$ cat src/rtl/disp_pkg.sv
// Shared types and video timing constants for the display mode controller.
package disp_pkg;

    typedef enum logic {
        MODE_VGA = 1'b0,
        MODE_XGA = 1'b1
    } mode_e;

    typedef enum logic [2:0] {
        IDLE,
        WAIT_VS,
        SWITCH,
        WAIT_LOCK,
        RST_HOLD,
        SETTLE
    } state_e;

    localparam int VGA_HTOTAL = 800;
    localparam int VGA_VTOTAL = 525;
    localparam int XGA_HTOTAL = 1344;
    localparam int XGA_VTOTAL = 806;

    function automatic mode_e to_mode(input logic b);
        return b ? MODE_XGA : MODE_VGA;
    endfunction

endpackage

$ cat src/rtl/disp_sync_edge.sv
// Two-flop synchroniser with falling-edge detect of the synchronised level.
module disp_sync_edge #(
    parameter logic RST_VAL = 1'b0
) (
    input  logic DCLK,
    input  logic RST,
    input  logic din,
    output logic dout,
    output logic fall
);

    logic meta_q;
    logic prev_q;

    always_ff @(posedge DCLK or posedge RST) begin
        if (RST) begin
            meta_q <= RST_VAL;
            dout   <= RST_VAL;
            prev_q <= RST_VAL;
        end else begin
            meta_q <= din;
            dout   <= meta_q;
            prev_q <= dout;
        end
    end

    assign fall = prev_q & ~dout;

endmodule

$ cat src/rtl/disp_mode_ctrl.sv
// VGA/XGA mode-change sequencer: blanks, holds patgen in reset across a pixel clock switch.
// Optional lock timeout with clock revert is enabled by defining DISP_LOCK_TIMEOUT_EN.
module disp_mode_ctrl
    import disp_pkg::*;
#(
    parameter int RST_CYCLES    = 16,
    parameter int SETTLE_FRAMES = 2,
    parameter int LOCK_TIMEOUT  = 1048576
) (
    input  logic DCLK,
    input  logic RST,
    input  logic BTNR_TGL,
    input  logic DSP_VSYNC_X,
    input  logic CLK_ACK,
    input  logic LOCKED,
    output logic XGA,
    output logic CLK_SEL,
    output logic CLK_REQ,
    output logic PG_RST,
    output logic BLANK,
    output logic BUSY,
    output logic ERR
);

    localparam int CNT_W  = $clog2(RST_CYCLES + 1);
    localparam int FCNT_W = $clog2(SETTLE_FRAMES + 1);

    state_e              state;
    logic [CNT_W-1:0]    cnt;
    logic [FCNT_W-1:0]   fcnt;
    mode_e               mode_q;
    logic                clk_sel_q;
    logic                clk_req_q;
    logic                pg_rst_q;
    logic                blank_q;

    logic tgl_s, lock_s, vs_fall;
    logic tgl_fall_unused, lock_fall_unused, vs_s_unused;

    disp_sync_edge #(.RST_VAL(1'b0)) u_sync_tgl (
        .DCLK (DCLK),
        .RST  (RST),
        .din  (BTNR_TGL),
        .dout (tgl_s),
        .fall (tgl_fall_unused)
    );

    disp_sync_edge #(.RST_VAL(1'b0)) u_sync_lock (
        .DCLK (DCLK),
        .RST  (RST),
        .din  (LOCKED),
        .dout (lock_s),
        .fall (lock_fall_unused)
    );

    // vsync idles high, so reset the chain high to avoid a fake edge after reset
    disp_sync_edge #(.RST_VAL(1'b1)) u_sync_vs (
        .DCLK (DCLK),
        .RST  (RST),
        .din  (DSP_VSYNC_X),
        .dout (vs_s_unused),
        .fall (vs_fall)
    );

`ifdef DISP_LOCK_TIMEOUT_EN
    localparam int TCNT_W = $clog2(LOCK_TIMEOUT + 1);
    logic [TCNT_W-1:0] tcnt;
    logic              err_q;
    assign ERR = err_q;
`else
    logic unused_lock_cfg;
    assign unused_lock_cfg = (LOCK_TIMEOUT == 0);
    assign ERR = 1'b0;
`endif

    always_ff @(posedge DCLK or posedge RST) begin
        if (RST) begin
            state     <= WAIT_LOCK;
            cnt       <= '0;
            fcnt      <= '0;
            mode_q    <= MODE_VGA;
            clk_sel_q <= 1'b0;
            clk_req_q <= 1'b0;
            pg_rst_q  <= 1'b1;
            blank_q   <= 1'b1;
`ifdef DISP_LOCK_TIMEOUT_EN
            tcnt      <= '0;
            err_q     <= 1'b0;
`endif
        end else begin
            case (state)
                IDLE: begin
                    if (!lock_s) begin
                        state    <= WAIT_LOCK;
                        pg_rst_q <= 1'b1;
                        blank_q  <= 1'b1;
`ifdef DISP_LOCK_TIMEOUT_EN
                        tcnt     <= '0;
`endif
                    end else if (to_mode(tgl_s) != mode_q) begin
                        state <= WAIT_VS;
                    end
                end
                WAIT_VS: begin
                    if (vs_fall) begin
                        state     <= SWITCH;
                        blank_q   <= 1'b1;
                        pg_rst_q  <= 1'b1;
                        clk_sel_q <= tgl_s;
                        clk_req_q <= 1'b1;
                    end
                end
                SWITCH: begin
                    if (CLK_ACK) begin
                        clk_req_q <= 1'b0;
                        state     <= WAIT_LOCK;
`ifdef DISP_LOCK_TIMEOUT_EN
                        tcnt      <= '0;
`endif
                    end else begin
                        clk_req_q <= 1'b1;
                    end
                end
                WAIT_LOCK: begin
                    if (lock_s) begin
                        state <= RST_HOLD;
                        cnt   <= '0;
`ifdef DISP_LOCK_TIMEOUT_EN
                    end else if (tcnt == TCNT_W'(LOCK_TIMEOUT - 1)) begin
                        // revert to the committed clock; if already there just keep waiting
                        err_q     <= 1'b1;
                        clk_sel_q <= mode_q;
                        tcnt      <= '0;
                        if (clk_sel_q != mode_q) begin
                            state     <= SWITCH;
                            clk_req_q <= 1'b1;
                        end
                    end else begin
                        tcnt <= tcnt + 1'b1;
`endif
                    end
                end
                RST_HOLD: begin
                    if (cnt == CNT_W'(RST_CYCLES - 1)) begin
                        pg_rst_q <= 1'b0;
                        mode_q   <= to_mode(clk_sel_q);
                        fcnt     <= '0;
                        state    <= SETTLE;
                    end else begin
                        cnt <= cnt + 1'b1;
                    end
                end
                SETTLE: begin
                    if (!lock_s) begin
                        state    <= WAIT_LOCK;
                        pg_rst_q <= 1'b1;
                        blank_q  <= 1'b1;
`ifdef DISP_LOCK_TIMEOUT_EN
                        tcnt     <= '0;
`endif
                    end else if (fcnt == FCNT_W'(SETTLE_FRAMES)) begin
                        state   <= IDLE;
                        blank_q <= 1'b0;
                    end else if (vs_fall) begin
                        fcnt <= fcnt + 1'b1;
                    end
                end
                default: begin
                    state    <= WAIT_LOCK;
                    pg_rst_q <= 1'b1;
                    blank_q  <= 1'b1;
                end
            endcase
        end
    end

    assign XGA     = mode_q;
    assign CLK_SEL = clk_sel_q;
    assign CLK_REQ = clk_req_q;
    assign PG_RST  = pg_rst_q;
    assign BLANK   = blank_q;
    assign BUSY    = (state != IDLE);

endmodule

$ cat config.mk
export PLATFORM = sky130hd
export DESIGN_NAME = disp_mode_ctrl
export DESIGN_NICKNAME = d
export VERILOG_FILES = /design/src/rtl/disp_pkg.sv /design/src/rtl/disp_sync_edge.sv /design/src/rtl/disp_mode_ctrl.sv
export SDC_FILE = /design/constraint.sdc
export NUM_CORES = 1
export LEC_CHECK = 0
export CORE_MARGIN = 2
export CORE_UTILIZATION = 49
export DETAILED_ROUTE_END_ITERATION = 12
export PLACE_DENSITY = 0.72
export SYNTH_ARGS = -nofsm -noshare
export SYNTH_HDL_FRONTEND = slang
export SYNTH_HIERARCHICAL = 1
export SYNTH_SLANG_ARGS = --single-unit
$ cat constraint.sdc
create_clock -name DCLK -period 1.86 [get_ports DCLK]
set_clock_uncertainty 0.1 [all_clocks]
set_input_delay 0.279 -clock DCLK [delete_from_list [all_inputs] [get_ports DCLK]]
set_output_delay 0.279 -clock DCLK [all_outputs]
set_load 0.005 [all_outputs]
======== Word-level counts from Yosys, hierarchy flattened ========
Cells that the tools add are included.
storage, ports and cells
  register bits after elaboration ......... 22
  input port bits ......................... 6
  output and inout bits ................... 7
  word-level logic and storage cells ...... 85
operators by class
  $add $sub $neg .......................... 2
  eq/ne operators ......................... 20
  muxes and demuxes ....................... 28
  bitwise gates (word level) .............. 4
  reductions and logical operators ........ 16
operators by type and width
  kind                                                                     count
  3-bit 2-to-1 mux                                                         8
  3-bit one-hot mux with 6 select lines                                    1
  2-bit inequality test, second input constant                             6
  5-bit 2-to-1 mux                                                         2
  5-bit one-hot mux with 2 select lines                                    1
  1-bit 2-to-1 mux                                                         8
  2-bit 2-to-1 mux                                                         4
  2-bit by 1-bit inequality test with 1-bit output, second input constant  4
  1-bit one-hot mux with 4 select lines                                    2
  4-bit AND reduction                                                      2
  3-bit by 2-bit == test with 1-bit output, second input constant          2
  3-bit == test, second input constant                                     2
  3-bit inequality test, second input constant                             2
  2-bit AND reduction                                                      3
  6-bit AND reduction                                                      1
  2-bit nonzero test                                                       3
  5-bit by 1-bit adder with 5-bit output, second input constant            1
  5-bit by 4-bit == test with 1-bit output, second input constant          1
  5-bit AND reduction                                                      1
  2-bit one-hot mux with 2 select lines                                    1
  2-bit OR reduction                                                       2
  3-bit by 1-bit == test with 1-bit output, second input constant          1
  3-bit logical NOT                                                        1
  1-bit NOT                                                                3
  8 further kinds                                                          8

======== Depth between registers and ports, before layout ========
Gate-level depths: netlist (run 1).
  depth in word-level cells ............... 6
  mapped depth ............................ 7
  mapped depth without buffers ............ 7

======== Cells and area by module ========
Netlist (run 1), hierarchy kept.
by module, submodules not included
  module                            times used  cells an instance  area an instance (um^2)  seq. area each (um^2)
  disp_mode_ctrl                    1           96                 910.9                    380.4
  disp_sync_edge (u_sync_lock ...)  2           5                  92.6                     75.1
  disp_sync_edge (u_sync_vs)        1           5                  96.3                     78.8

======== Worst setup path before layout (run 1) ========
Ideal clock, no wire load.
  path type ............................... register to register
  start ................................... register cnt[0]
  end ..................................... register cnt[0]
  library setup time ...................... 0.125 ns
  data arrival time ....................... 1.748 ns
  required time ........................... 1.635 ns
  path slack .............................. -0.112 ns
  stages on the path, launching flop included .. 7
  path buffers ............................ 0
  period minus slack after synthesis ...... 1.972 ns
  cells stage by stage .................... dfrtp_1 -> ha_1 -> and3_1 -> ha_1 -> nor4b_2 -> nor2_1 -> mux2_2
on the way
  longest elaborated chain between the ends .. 3
  elaborated cells on any way between the ends .. 6
  classes of those cells .................. add/sub: 1; eq/ne: 2; mux: 2; reduce/logical: 1
ends and longest elaborated chain
  element                                                                                             line                                          RTL
  start, declared                                                                                     disp_mode_ctrl.sv:29                          logic [CNT_W-1:0] cnt;
  start signal, assigned                                                                              disp_mode_ctrl.sv:150                         cnt <= cnt + 1'b1;
  5-bit by 1-bit adder with 5-bit output or 5-bit by 4-bit == test with 1-bit output (tied branches)  disp_mode_ctrl.sv:150, disp_mode_ctrl.sv:144
  5-bit 2-to-1 mux or 2-bit inequality test (tied branches)                                           -
  5-bit one-hot mux with 2 select lines or 3-bit AND reduction (tied branches)                        -
Parallel ways exist; a longest one is shown, timed or not. The select of a mux whose other input is x is not followed.
A chain may end at the register's enable or synchronous reset.

======== Worst setup path after layout (run 1) ========
  start ................................... register cnt[1]
  end ..................................... register cnt[0]
on the way
  longest elaborated chain between the ends .. 3
ends and longest elaborated chain
  element                                   line                   RTL
  5-bit by 4-bit == test with 1-bit output  disp_mode_ctrl.sv:144  if (cnt == CNT_W'(RST_CYCLES - 1)) begin
  2-bit inequality test (no source line)    -
  3-bit AND reduction (no source line)      -
No other way between the ends.

==> results.json, run 1 <==
{
  "peakVddDrop_v": 0.000814,
  "track_usage": 0.183,
  "syn-num-nets": 116,
  "io_pins": 13,
  "hold_buffers": 0,
  "worst_skew_pair.late_latency_ns": 0.30,
  "setup_violations": 0,
  "wl_per_cell_um": 14.4,
  "fmax_mhz": 548,
  "slowest_stage": "dfrtp_1",
  "period_minus_slack_ns": 1.82,
  "final_cells": 156,
  "core-area_um2": 2190,
  "grt_pass1_wl_mm": 3.59,
  "mostFrequentLayoutCells": "15 x dfrtp_1, 13 x inv_1, 10 x clkdlybuf4s50_1, 10 x buf_4, 8 x o21ai_0",
  "first_global_vias": 811,
  "grtUsageMet3": 0.0201,
  "power_leakage_nw": 0.622,
  "finalHoldViolCount": 0,
  "multiInputGateArea_um2": 524,
  "viasPerCell": 5.50,
  "cts_buffer_depth": 2,
  "rsz0062_at_grt": "true",
  "regArea_um2": 559,
  "maxCapViolations": 0,
  "period_share": 0.981,
  "critPathLaunchType": "flip-flop",
  "use_met2": 0.306,
  "synth_cells": 107,
  "routed_wl_mm": 2.24,
  "syn_area_um2": 1110,
  "nets": 138,
  "overflow": 0,
  "drt-initial-drc-count": 33,
  "slew_headroom": 0.608,
  "drive_gt1_frac": 0.281,
  "grtUsageMet1": 0.246,
  "end_kind": "flip-flop",
  "dpl.hpwl_mm": 1.61,
  "crit_type": "flip-flop to flip-flop",
  "drtPass1Iterations": 4,
  "h-tree-depth": 1,
  "die-area_um2": 2670,
  "cts.sinks": 22,
  "hold_path_class": "input port to async pin",
  "antenna_cells": 0,
  "fp.dieH_um": 51.7,
  "dp_cells": 149,
  "p_per_area_nw_per_um2": 1270,
  "via_count": 858,
  "worst_slew_pin_slew_ns": 0.587,
  "numCtsBuffers": 3,
  "root_buffer": "clkbuf_4",
  "area_growth_pct": 23.6,
  "nFillCells": 191,
  "start_util": 0.509,
  "drc": 0,
  "path_clk_slew_ns": 0.12,
  "crit_path_max_incr_delay_ns": 0.41,
  "synth_warnings": 6,
  "rows": 17,
  "globalRoute.busiestLayer": "met2",
  "final_common_cell": "dfrtp_1",
  "worstPathMaxFanout": 5,
  "antenna_left": 0,
  "cts_tree": "yes",
  "gp_congestion": 0.937,
  "drv_slew": 0,
  "die_w_um": 51.7,
  "antenna_found_initial": 0,
  "cp.arrival_ns": 1.92,
  "outcome": "finished clean",
  "port_buffers": 11,
  "syn_avg_cell_area_um2": 10.4,
  "crit_required_ns": 1.96,
  "final.setup.tns_ns": 0,
  "crit_chain": "ha_2, and3_4, ha_4, nor4b_4, nor2_1, mux2_2",
  "grt_start_max_net_pins": 16
}
[area by class of cell]
cell class / instances / share of cell area
Sequential cell: 22 / 0.406
Multi-Input combinational cell: 68 / 0.381
Timing Repair Buffer: 21 / 0.134
Inverter: 13 / 0.0354
Tap cell: 28 / 0.0254
Clock buffer: 4 / 0.0191
[power breakdown]
| group | switching, W | total (W) | internal (W) | leakage [nW] |
|---|---|---|---|---|
| clock network | 0.000135 | 0.000218 | 0.0000834 | 0.0150 |
| logic | 0.000428 | 0.000845 | 0.000417 | 0.348 |
| registers | 0.0000775 | 0.000692 | 0.000615 | 0.259 |
| total | 0.000640 | 0.00176 | 0.00112 | 0.622 |
[what timing repair did]
| item | 4_1_cts | 5_1_grt |
|---|---|---|
| endpoints found under the setup margin | 2 | 5 |
| buffers inserted | 3 | 0 |
| pin swaps | 1 | 3 |
| resized for setup | 1 | 4 |
[worst max-delay path, delay by kind of cell (launching register included)]
family / cells / cell delay, ns
simple gates: 3 / 0.59
flops: 1 / 0.41
fa+ha+maj: 2 / 0.35
mux: 1 / 0.27
[sequential cells by signal (all words and copies together), names as in the netlist]
signal	count
state	3
cnt	5
BLANK	1
u_sync_vs/dout	1
u_sync_tgl/meta_q	1
CLK_REQ	1
fcnt	2
u_sync_lock/meta_q	1
u_sync_lock/dout	1
u_sync_vs/meta_q	1
XGA	1
u_sync_vs/prev_q	1
PG_RST	1
u_sync_tgl/dout	1
CLK_SEL	1
[stage by stage]
stage | area [um2] | utilization | hold slack (ns) | setup slack (ns) | power, W
CTS | 1360 | 0.621 | 0.0888 | 0.0137 | 0.00172
finish | 1380 | 0.629 | 0.0953 | 0.0358 | 0.00176
floorplan | 1140 | - | -0.0798 | 0.0146 | 0.00118
global route | 1380 | 0.629 | 0.0809 | -0.0419 | 0.00187
detailed placement | 1310 | 0.600 | 0.243 | 0.0134 | 0.00145
global placement | 1310 | 0.600 | 0.234 | 0.0410 | 0.00143
[path summary, 6_finish.rpt]
path	startpoint	to	slack, ns	cells after the start
worst max-delay path	cnt[1]$_DFFE_PP0P_	cnt[0]$_DFFE_PP0P_	0.04	6
worst min-delay path	RST	u_sync_lock/dout$_DFF_PP0_	0.1	2
worst max register to register	cnt[1]$_DFFE_PP0P_	cnt[0]$_DFFE_PP0P_	0.04	6
worst min register to register	u_sync_vs/meta_q$_DFF_PP1_	u_sync_vs/dout$_DFF_PP1_	0.26	0
max in group asynchronous	RST	state[2]$_DFFE_PP0P_	0.97	2
min in group DCLK	u_sync_vs/meta_q$_DFF_PP1_	u_sync_vs/dout$_DFF_PP1_	0.26	0
[metal layers]
metal	vias up	share of wire
met5	-	0
met4	0	0.0076
met3	2	0.032
met2	23	0.49
met1	423	0.47
li1	410	-
No activity file was read; power rests on OpenSTA's default activity.
==> run 2: changes to the inputs <==
--- a/config.mk
+++ b/config.mk
@@ -9,6 +9,7 @@
 export CORE_UTILIZATION = 49
 export DETAILED_ROUTE_END_ITERATION = 12
 export PLACE_DENSITY = 0.72
+export SETUP_SLACK_MARGIN = 0.5
 export SYNTH_ARGS = -nofsm -noshare
 export SYNTH_HDL_FRONTEND = slang
 export SYNTH_HIERARCHICAL = 1
==> results.json, run 2 (same netlist as run 1, synthesis figures left out) <==
{
  "cts_tree": "yes",
  "nets": 148,
  "final_cells": 166,
  "antenna_cells": 0,
  "h-tree-depth": 1,
  "power_leakage_nw": 0.716,
  "wl_per_cell_um": 14.3,
  "dp_cells": 149,
  "numCtsBuffers": 3,
  "end_kind": "flip-flop",
  "die_w_um": 51.7,
  "crit_chain": "ha_2, and3_4, ha_4, nor4b_4, nand4_1, xor2_1, nor2_1",
  "slew_headroom": 0.606,
  "hold_buffers": 0,
  "cp.arrival_ns": 1.98,
  "reg.largest.list": "cnt: 5 flops, state: 3 flops, fcnt: 2 flops",
  "gp_congestion": 0.912,
  "area_growth_pct": 38.3,
  "worst_slew_pin_slew_ns": 0.590,
  "path_clk_slew_ns": 0.12,
  "port_buffers": 11,
  "io_pins": 13,
  "antenna_left": 0,
  "worst_skew_pair.late_latency_ns": 0.30,
  "mostFrequentLayoutCells": "16 x buf_4, 15 x dfrtp_1, 12 x inv_1, 7 x dfstp_2",
  "p_per_area_nw_per_um2": 1370,
  "holdWs_ns": 0.0852,
  "period_minus_slack_ns": 1.88,
  "violations": "setup timing",
  "largest_register": "cnt",
  "stdcell_area_um2": 1540,
  "via_count": 884,
  "cts.sinks": 22,
  "outcome": "complete, but fails checks",
  "fmax_mhz": 533,
  "critPathLaunchType": "flip-flop",
  "crit_required_ns": 1.96,
  "crit_type": "flip-flop to flip-flop",
  "start_util": 0.509,
  "hold_path_class": "input port to async pin",
  "setup_violations": 1,
  "viasPerCell": 5.33,
  "timing.final.ws_setup_ns": -0.0157,
  "track_usage": 0.197,
  "worstPathMaxFanout": 4,
  "final_common_cell": "buf_4",
  "slowest_stage": "dfrtp_1",
  "root_buffer": "clkbuf_4",
  "rows": 17,
  "routed_wl_mm": 2.37,
  "core-area_um2": 2190,
  "overflow": 0,
  "utilization": 0.704,
  "drtPass1Iterations": 4,
  "cp_num_buf_inv": 0,
  "drive_gt1_frac": 0.435,
  "cts_buffer_depth": 2,
  "grt_pass1_wl_mm": 3.80,
  "largest_reg_flops": 5,
  "drv_slew": 0,
  "first_global_vias": 899,
  "crit_family": "simple AND/OR/NAND/NOR gates",
  "grt_start_max_net_pins": 17,
  "drc": 0,
  "rsz0062_at_grt": "true",
  "finalHoldViolCount": 0,
  "fp.dieH_um": 51.7,
  "place_area_um2": 1340,
  "crit_path_max_incr_delay_ns": 0.40,
  "drt-initial-drc-count": 18,
  "period_share": 1.01,
  "die-area_um2": 2670,
  "peakVddDrop_v": 0.000868,
  "dpl.hpwl_mm": 1.60,
  "maxCapViolations": 0,
  "antenna_found_initial": 0
}
run 2: cell types whose count changed in the layout (fill, tap and decap cells not counted), sizes merged:
cell           change
buf               +12
clkdlybuf4s50      -5
clkdlybuf4s15      +2
bufinv             +1
clkbuf             +1
dlygate4sd2        -1
run 2: routing by layer:
| metal | GRT usage | wire, um |
|---|---|---|
| met4 | 0.101 | 42 |
| met2 | 0.344 | 1210 |
| met3 | 0.0402 | 70 |
| met5 | 0 | 0 |
| met1 | 0.226 | 1040 |
run 2: metrics by stage:
stage / total power [W] / worst slack, ns / setup TNS [ns]
4_1_cts: 0.00195 / 0.0408 / 0
3_5_place_dp: 0.00149 / -0.0146 / -0.0146
6_report: 0.00212 / -0.0157 / -0.0157
5_1_grt: 0.00225 / -0.0860 / -0.124
3_3_place_gp: 0.00147 / 0.0423 / 0
2_1_floorplan: 0.00123 / 0.0248 / 0
run 2: area by class of cell:
cell class	instances	area (um2)
fill	158	649
multi-input combinational	68	576
sequential	22	559
inverter	13	53.8
timing repair buffer	31	265
clock buffer	3	22.5
clock inverter	1	30.0
tap	28	35.0
run 2: worst paths after layout:
| check | start | end | slack, ns | depth (start not counted) |
|---|---|---|---|---|
| setup / recovery | cnt[0]$_DFFE_PP0P_ | cnt[3]$_DFFE_PP0P_ | -0.02 | 7 |
| hold / removal | RST | u_sync_lock/meta_q$_DFF_PP0_ | 0.09 | 2 |
| setup reg to reg | cnt[0]$_DFFE_PP0P_ | cnt[3]$_DFFE_PP0P_ | -0.02 | 7 |
| hold reg to reg | u_sync_lock/meta_q$_DFF_PP0_ | u_sync_lock/dout$_DFF_PP0_ | 0.27 | 0 |
| max in group asynchronous | RST | state[2]$_DFFE_PP0P_ | 0.97 | 2 |
| min in group DCLK | u_sync_lock/meta_q$_DFF_PP0_ | u_sync_lock/dout$_DFF_PP0_ | 0.27 | 0 |
run 2: worst reg2reg max path, delay by kind of cell (launching register included):
kind,cells,cell delay (ns)
flops,1,0.40
fa+ha+maj,2,0.36
xor+xnor,1,0.18
simple gates,4,0.73
run 2: power by group:
| part | switching (W) | internal [W] |
|---|---|---|
| Clock | 0.000140 | 0.000218 |
| Sequential | 0.0000772 | 0.000614 |
| Combinational | 0.000510 | 0.000558 |
| Total | 0.000727 | 0.00139 |
run 2: timing repair:
item,CTS,global route
resized for setup,28,15
setup buffers,6,7
pin swaps,12,9
endpoints found under the setup margin,20,21
